<file path="src/rtl/vliw_pkg.sv">
// Shared definitions for the VLIW load-use hazard unit.
// Contents:
//   DEF_NUM_SLOTS / DEF_REG_ADDR_W : default bundle geometry
//   src_field_e                    : operand field selector (Rn, Rm, store-data Rd)
//   slot_field()                   : extracts slot s of a packed per-slot vector
package vliw_pkg;

  localparam int unsigned DEF_NUM_SLOTS  = 2;
  localparam int unsigned DEF_REG_ADDR_W = 3;
  localparam int unsigned NUM_FIELDS     = 3;

  // Widest packed per-slot vector / field that slot_field() handles.
  localparam int unsigned FIELD_VEC_W = 64;
  localparam int unsigned FIELD_MAX_W = 8;

  typedef enum logic [1:0] {
    SRC_A = 2'd0,
    SRC_B = 2'd1,
    SRC_C = 2'd2
  } src_field_e;

  // Returns the w-bit field of slot s, i.e. vec[s*w +: w], zero-extended.
  function automatic logic [FIELD_MAX_W-1:0] slot_field(
    input logic [FIELD_VEC_W-1:0] vec,
    input int unsigned            s,
    input int unsigned            w
  );
    logic [FIELD_VEC_W-1:0] shifted;
    shifted = vec >> (s * w);
    return FIELD_MAX_W'(shifted) & ((FIELD_MAX_W'(1) << w) - FIELD_MAX_W'(1));
  endfunction

endpackage

</file>
<file path="src/rtl/load_scoreboard.sv">
// Per-register countdown of load results still in flight.
// Ports:
//   clk, reset      : clock, synchronous active-high reset
//   load_valid      : slot s in EX holds a load
//   load_rd         : destination of each EX load, slot s at [s*REG_ADDR_W +: REG_ADDR_W]
//   busy            : bit r set while register r's counter is nonzero
module load_scoreboard
  import vliw_pkg::*;
#(
  parameter int unsigned NUM_SLOTS  = DEF_NUM_SLOTS,
  parameter int unsigned REG_ADDR_W = DEF_REG_ADDR_W,
  parameter int unsigned LOAD_LAT   = 1
) (
  input  logic                            clk,
  input  logic                            reset,
  input  logic [NUM_SLOTS-1:0]            load_valid,
  input  logic [NUM_SLOTS*REG_ADDR_W-1:0] load_rd,
  output logic [(2**REG_ADDR_W)-1:0]      busy
);

  localparam int unsigned NUM_REGS = 2 ** REG_ADDR_W;
  localparam int unsigned CNT_W    = $clog2(LOAD_LAT) + 1;

  logic [CNT_W-1:0]    ctr_q [NUM_REGS];
  logic [CNT_W-1:0]    ctr_d [NUM_REGS];
  logic [NUM_REGS-1:0] set_hit;

  // Decode which registers receive a new load this cycle (duplicates collapse).
  always_comb begin
    set_hit = '0;
    for (int r = 0; r < NUM_REGS; r++) begin
      for (int t = 0; t < NUM_SLOTS; t++) begin
        if (load_valid[t] &&
            (REG_ADDR_W'(slot_field(FIELD_VEC_W'(load_rd), t, REG_ADDR_W)) == REG_ADDR_W'(r))) begin
          set_hit[r] = 1'b1;
        end
      end
    end
  end

  // Reload beats decrement, even on an already nonzero counter.
  always_comb begin
    for (int r = 0; r < NUM_REGS; r++) begin
      ctr_d[r] = ctr_q[r];
      if (set_hit[r]) begin
        ctr_d[r] = CNT_W'(LOAD_LAT - 1);
      end else if (ctr_q[r] != '0) begin
        ctr_d[r] = ctr_q[r] - CNT_W'(1);
      end
    end
  end

  always_ff @(posedge clk) begin
    for (int r = 0; r < NUM_REGS; r++) begin
      if (reset) ctr_q[r] <= '0;
      else       ctr_q[r] <= ctr_d[r];
    end
  end

  always_comb begin
    busy = '0;
    for (int r = 0; r < NUM_REGS; r++) begin
      busy[r] = (ctr_q[r] != '0);
    end
  end

endmodule

</file>
<file path="src/rtl/vliw_load_hazard_unit.sv">
// Load-use hazard detector for a VLIW bundle in IF/ID against loads in ID/EX.
// Optional feature macro: HAZ_STALL_PERF_EN (stall_cycles / longest_stall counters).
// Ports:
//   clk, reset                  : clock, synchronous active-high reset
//   ex_load_valid, ex_load_rd   : per-slot loads in ID/EX and their destinations
//   id_src_a/b/c, id_use_a/b/c  : per-slot source fields in IF/ID and their used bits
//   id_flush                    : IF/ID bundle squashed this cycle
//   stall, pc_write, if_id_write, id_ex_bubble : pipeline control
//   stall_slot_mask             : slots whose operands caused the stall
//   stall_cycles, longest_stall : performance counters (HAZ_STALL_PERF_EN only)
module vliw_load_hazard_unit
  import vliw_pkg::*;
#(
  parameter int unsigned NUM_SLOTS  = DEF_NUM_SLOTS,
  parameter int unsigned REG_ADDR_W = DEF_REG_ADDR_W,
  parameter int unsigned LOAD_LAT   = 1
) (
  input  logic                            clk,
  input  logic                            reset,
  input  logic [NUM_SLOTS-1:0]            ex_load_valid,
  input  logic [NUM_SLOTS*REG_ADDR_W-1:0] ex_load_rd,
  input  logic [NUM_SLOTS*REG_ADDR_W-1:0] id_src_a,
  input  logic [NUM_SLOTS*REG_ADDR_W-1:0] id_src_b,
  input  logic [NUM_SLOTS*REG_ADDR_W-1:0] id_src_c,
  input  logic [NUM_SLOTS-1:0]            id_use_a,
  input  logic [NUM_SLOTS-1:0]            id_use_b,
  input  logic [NUM_SLOTS-1:0]            id_use_c,
  input  logic                            id_flush,
  output logic                            stall,
  output logic                            pc_write,
  output logic                            if_id_write,
  output logic                            id_ex_bubble,
  output logic [NUM_SLOTS-1:0]            stall_slot_mask
`ifdef HAZ_STALL_PERF_EN
  ,
  output logic [15:0]                     stall_cycles,
  output logic [7:0]                      longest_stall
`endif
);

  localparam int unsigned NUM_REGS = 2 ** REG_ADDR_W;

  logic [NUM_REGS-1:0]             busy;
  logic [NUM_SLOTS*REG_ADDR_W-1:0] src_vec [NUM_FIELDS];
  logic [NUM_SLOTS-1:0]            use_vec [NUM_FIELDS];
  logic [NUM_SLOTS-1:0]            haz_mask;

  load_scoreboard #(
    .NUM_SLOTS  (NUM_SLOTS),
    .REG_ADDR_W (REG_ADDR_W),
    .LOAD_LAT   (LOAD_LAT)
  ) u_sb (
    .clk        (clk),
    .reset      (reset),
    .load_valid (ex_load_valid),
    .load_rd    (ex_load_rd),
    .busy       (busy)
  );

  assign src_vec[SRC_A] = id_src_a;
  assign src_vec[SRC_B] = id_src_b;
  assign src_vec[SRC_C] = id_src_c;
  assign use_vec[SRC_A] = id_use_a;
  assign use_vec[SRC_B] = id_use_b;
  assign use_vec[SRC_C] = id_use_c;

  // Operand hazard: tracked load still pending, or a load to it sitting in EX right now.
  always_comb begin
    logic [REG_ADDR_W-1:0] src;
    logic                  load_hit;
    haz_mask = '0;
    src      = '0;
    load_hit = 1'b0;
    for (int s = 0; s < NUM_SLOTS; s++) begin
      for (int f = 0; f < NUM_FIELDS; f++) begin
        src      = REG_ADDR_W'(slot_field(FIELD_VEC_W'(src_vec[f]), s, REG_ADDR_W));
        load_hit = 1'b0;
        for (int t = 0; t < NUM_SLOTS; t++) begin
          if (ex_load_valid[t] &&
              (REG_ADDR_W'(slot_field(FIELD_VEC_W'(ex_load_rd), t, REG_ADDR_W)) == src)) begin
            load_hit = 1'b1;
          end
        end
        if (use_vec[f][s] && (busy[src] || load_hit)) begin
          haz_mask[s] = 1'b1;
        end
      end
    end
  end

  // A squashed bundle or reset never stalls.
  always_comb begin
    stall           = 1'b0;
    stall_slot_mask = '0;
    if (!reset && !id_flush) begin
      stall_slot_mask = haz_mask;
      stall           = |haz_mask;
    end
    pc_write     = ~stall;
    if_id_write  = ~stall;
    id_ex_bubble = stall;
  end

`ifdef HAZ_STALL_PERF_EN
  logic [15:0] stall_cycles_q, stall_cycles_d;
  logic [7:0]  run_len_q, run_len_d;
  logic [7:0]  longest_q, longest_d;

  // Total stall cycles and longest run; a run is scored on its first non-stall cycle.
  always_comb begin
    stall_cycles_d = stall_cycles_q;
    run_len_d      = run_len_q;
    longest_d      = longest_q;
    if (stall) begin
      if (stall_cycles_q != 16'hFFFF) stall_cycles_d = stall_cycles_q + 16'd1;
      if (run_len_q != 8'hFF)         run_len_d      = run_len_q + 8'd1;
    end else begin
      if (run_len_q > longest_q) longest_d = run_len_q;
      run_len_d = '0;
    end
  end

  always_ff @(posedge clk) begin
    if (reset) begin
      stall_cycles_q <= '0;
      run_len_q      <= '0;
      longest_q      <= '0;
    end else begin
      stall_cycles_q <= stall_cycles_d;
      run_len_q      <= run_len_d;
      longest_q      <= longest_d;
    end
  end

  assign stall_cycles  = stall_cycles_q;
  assign longest_stall = longest_q;
`else
  // Performance counters not built.
`endif

endmodule
</file>
<file path="config.mk">
export PLATFORM = sky130hd
export DESIGN_NAME = vliw_load_hazard_unit
export DESIGN_NICKNAME = d
export VERILOG_FILES = /design/src/rtl/vliw_pkg.sv /design/src/rtl/load_scoreboard.sv /design/src/rtl/vliw_load_hazard_unit.sv
export SDC_FILE = /design/constraint.sdc
export NUM_CORES = 1
export LEC_CHECK = 0
export CAP_MARGIN = 10
export CORE_MARGIN = 5
export CORE_UTILIZATION = 30
export DETAILED_ROUTE_END_ITERATION = 8
export GPL_TIMING_DRIVEN = 0
export PLACE_DENSITY = 0.82
export SLEW_MARGIN = 20
export SYNTH_ARGS = -nofsm -noshare
export SYNTH_HDL_FRONTEND = slang
export SYNTH_SLANG_ARGS = --single-unit
</file>
<file path="constraint.sdc">
create_clock -name clk -period 1.7 [get_ports clk]
set_clock_uncertainty 0.2 [all_clocks]
set_input_delay 0.255 -clock clk [delete_from_list [all_inputs] [get_ports clk]]
set_output_delay 0.255 -clock clk [all_outputs]
set_load 0.1 [all_outputs]
</file>
# == Word-level counts from Yosys, hierarchy flattened ==
# Memory sizes are Yosys's and may differ from the RTL's.
# Index checks and enable logic that the tools add are counted.
# op_classes
add_sub_neg,8
n_lt_le_gt_ge,6
eq_ne,26
muxes,75
bitwise_logic,9
reduce_logical,46
# ops
cell,n
$mux W1,68
$eq A3 B3 Y1,12
$logic_and A1 B1 Y1,35
$eq A3 B3 Y1 const B,8
$lt A3 B4 Y1 const B,6
$bmux W1 S3,6
$eq A3 B2 Y1 const B,4
$or A1 B1 Y1,8
$sub A1 B1 Y1 const B,8
$eq A3 B1 Y1 const B,2
$logic_not A3 Y1,2
$logic_or A1 B1 Y1,6
$logic_not A1 Y1,2
$mux W2,1
$reduce_or A2 Y1,1
$not A1 Y1,1
# word_totals
register_bits,0
ramBits,8
inputBits,35
output_inout_bits,6
elab_cells,171
n_memories,1
# memory_table
memory,words,word_bits,read_ports,rd_ports_with_merged_regs,wr,line_no,text
u_sb.ctr_q,8,1,8,0,8,load_scoreboard.sv:24,logic [CNT_W-1:0] ctr_q [NUM_REGS];

# == Longest topological paths before layout ==
# depth
word_depth,12
depth_mapped,7

# == Hierarchy ==
# Synthesis repeated with hierarchy kept, for this count alone.
# unflattened
hier_cells,95
hier_area_um2,920.9
# modules_own_cells
module,n_inst,cells_per_inst,area_each_um2
vliw_load_hazard_unit,1,86,857.1
load_scoreboard,1,9,63.8

# == Worst setup path before layout ==
# Ideal clock, no wire load.
# synth_timing
path_kind,input -> output
from,input port ex_load_rd[4]
to,output port pc_write
arrival_ns,2.204
required_time_ns,1.245
path_slack_ns,-0.959
stages,7
n_path_buf,2
cell_sequence,buf_6 -> xnor2_1 -> nand4_1 -> nand2_1 -> a311oi_1 -> and2_1 -> buf_4
# synth_between
elab_chain_cells,11
elab_cells_between_ends,39
classes_between,eq/ne (6); mux (13); bitwise (1); reduce/logical (19)
# synth_lines
element,line_no,text
start: declaration,vliw_load_hazard_unit.sv:21,"input logic [NUM_SLOTS*REG_ADDR_W-1:0] ex_load_rd,"
$eq A3 B3 Y1,vliw_load_hazard_unit.sv:80,"(REG_ADDR_W'(slot_field(FIELD_VEC_W'(ex_load_rd), t, REG_ADDR_W)) == src)) begin"
$logic_and A1 B1 Y1,vliw_load_hazard_unit.sv:79,if (ex_load_valid[t] &&
$mux W1,vliw_load_hazard_unit.sv:79,
$logic_or A1 B1 Y1,vliw_load_hazard_unit.sv:84,if (use_vec[f][s] && (busy[src] || load_hit)) begin
$logic_and A1 B1 Y1,vliw_load_hazard_unit.sv:84,
$mux W1 (3 in a row),vliw_load_hazard_unit.sv:84,
$reduce_or A2 Y1 (*),vliw_load_hazard_unit.sv:97,stall = |haz_mask;
$mux W1 (*),vliw_load_hazard_unit.sv:95,if (!reset && !id_flush) begin
$not A1 Y1 (*),-,
end: declaration,vliw_load_hazard_unit.sv:30,"output logic pc_write,"
# Every way passes the cells marked *; elsewhere a longest branch is shown, timed or not.

# == Worst setup path after layout ==
# layout_timing
from,input port ex_load_rd[0]
to,output port pc_write
# layout_between
elab_chain_cells,12
elab_cells_between_ends,45
classes_between,eq/ne (6); mux (19); bitwise (1); reduce/logical (19)
# layout_lines
element,line_no,text
$eq A3 B3 Y1,vliw_load_hazard_unit.sv:80,
$logic_and A1 B1 Y1,vliw_load_hazard_unit.sv:79,
$mux W1 (2 in a row),vliw_load_hazard_unit.sv:79,
$logic_or A1 B1 Y1,vliw_load_hazard_unit.sv:84,
$logic_and A1 B1 Y1,vliw_load_hazard_unit.sv:84,
$mux W1 (3 in a row),vliw_load_hazard_unit.sv:84,
$reduce_or A2 Y1 (*),vliw_load_hazard_unit.sv:97,
$mux W1 (*),vliw_load_hazard_unit.sv:95,
$not A1 Y1 (*),vliw_load_hazard_unit.sv:99,pc_write = ~stall;
# Marks and branches as above.

==> results.cfg <==
[status]
status = finished with violations
violations = negative setup slack

[yosys]
yosysTopAreaCell = xnor2_1
synthTopCellsByArea = xnor2_1 57%, nand4_1 14%, buf_6 12%
syn_avg_cell_area_um2 = 7.59
synth-seq-area-share_pct = 0
syn-num-nets = 108
syn_inst = 73
syn-cell-area_um2 = 554
yosysTopAreaCellShare_pct = 56.9
ys_warn_count = 0
yosysUniqueCellTypes = 10

[floorplanning]
io_pins = 41
std_cell_rows = 15
fp.coreArea_um2 = 1750
fp.dieH_um = 53.0
start_util_pct = 31.8
fp.dieArea_um2 = 2810
die_w_um = 53.0

[timing]
worst_pin_slew_ns = 0.319
slew_headroom_pct = 78.8
fmax_ghz = 0.495
drv_slew = 0
post-route-period-util_pct = 119
hold_viol_final = 0
setup_violations = 6
setup_slack_ns = -0.320
rsz0062_at_grt = yes
min_period_ns = 2.02

[detailed_routing]
post_drt_via_cell_ratio = 4.79
dr.pass1.iters = 4
vias = 652
drc = 0
drt_wl_total_um = 2050
ant_nets = 0
drt-wirelength-per-cell_um = 15.1
dr.first_iter.drc_count = 6

[cells_and_area]
drive_gt1_share_pct = 56.8
final_area_um2 = 1190
areaGrowthSynthToFinish_pct = 114
num_antenna_cells = 0
fin_nets = 148
layout_commonest_cell = xnor2_1
regArea_um2 = 0
layout_common_cells = 27 x xnor2_1, 15 x buf_2, 12 x buf_12, 12 x nand4_1, 8 x buf_6
num-clock-buffers = 0
numSequentialCells = 0
multi_input_area_um2 = 629
nFillCells = 140

[power]
p_per_area_nw_per_um2 = 351
ir_drop_v = 0.000173
fin_total_pwr_mw = 0.417
p_leak_nw = 0.474

[placed_design]
dp.final_hpwl_um = 1520
gp_congestion = 0.759
port_buffers = 34
dpl-instance-area_um2 = 973

[global_route]
antenna_found_initial = 0
grt_pass1_wl_um = 3130
grt_use_total_pct = 14.3
grt_max_degree = 7
overflow = 0
grt_pass1_vias = 686

[min_path]
hp-start = id_use_c[1]
min_path_type = in -> out
hold_end = id_ex_bubble
hold_depth = 4

[critical_path]
endpoint_kind = primary output
crit_start = ex_load_rd[0]
cp_max_fo = 6
criticalPathCategory = in -> out
setup.worst_path.start_class = primary input
cp_data_required_time_ns = 1.24
crit_arrival_ns = 1.57

[clock_network]
cts_hold_buf = 0

[job]
drv_cap = 0
## synth_stat cells (all sizes together)
| cell type | number |
|---|---|
| a311oi | 2 |
| and2 | 1 |
| nor2 | 1 |
| nand2 | 7 |
| xnor2 | 36 |
| a21oi | 4 |
| inv | 2 |
| nand4 | 12 |
| buf | 8 |
## area by class of cell
class / count / area share (%)
Inverter: 2 / 0.843
Timing Repair Buffer: 38 / 30.8
Buffer: 8 / 12.8
Multi-Input combinational cell: 63 / 53.0
Tap cell: 25 / 2.63
## logic make-up (layout without fill, tap and decap cells)
family,count (synthesis),count (layout),share of synthesized area [%]
xor gates and xnor gates,36,36,56.9
and+or+nand+nor,21,21,20.1
buffers and inverters,10,48,16.3
AOI/OAI and AO/OA,6,6,6.77
## worst max path at each step
stage,depth (start not counted),to
global placement,7,pc_write
finish,8,pc_write
global route,8,pc_write
detailed placement,8,pc_write
floorplan,7,pc_write
CTS,8,pc_write
## repair_timing
action / CTS / global route
buffers inserted: 3 / 2
endpoints found under the hold margin: 0 / 0
pin swaps: 28 / 9
endpoints found under the setup margin: 6 / 6
resized for setup: 176 / 22
## layer usage
metal	wire length [µm]	part of all wire (%)	vias to the layer above	track usage [%]
met2	1060	51	28	26.4
met3	150	7.3	0	1.97
met4	0	0	0	0
met5	0	0	-	0
li1	-	-	322	-
met1	846	41	302	18.5
## power breakdown
group | switching [mW] | leakage [nW] | internal, mW | total, mW
registers | 0 | 0 | 0 | 0
logic | 0.202 | 0.474 | 0.215 | 0.417
clock network | 0 | 0 | 0 | 0
total | 0.202 | 0.474 | 0.215 | 0.417
## critical path: stages
cell	delay (ns)
buf_12	0.12
xnor2_2	0.12
nand4_1	0.12
a21oi_2	0.09
a311oi_4	0.35
and2_4	0.24
buf_12	0.10
buf_12	0.16
## stage by stage
step | utilization, % | instances | hold WS, ns | setup WS [ns] | setup TNS, ns
5_1_grt | 68.0 | 136 | 0.965 | -0.384 | -1.79
3_5_place_dp | 55.8 | 132 | 1.99 | -1.65 | -9.03
6_report | 68.0 | 136 | 0.944 | -0.320 | -1.38
2_1_floorplan | - | 73 | 0.680 | -0.391 | -1.38
3_3_place_gp | 55.8 | 132 | 1.96 | -1.63 | -8.81
4_1_cts | 61.6 | 135 | 0.947 | -0.271 | -1.08
Power figures use the tool's default switching activity.
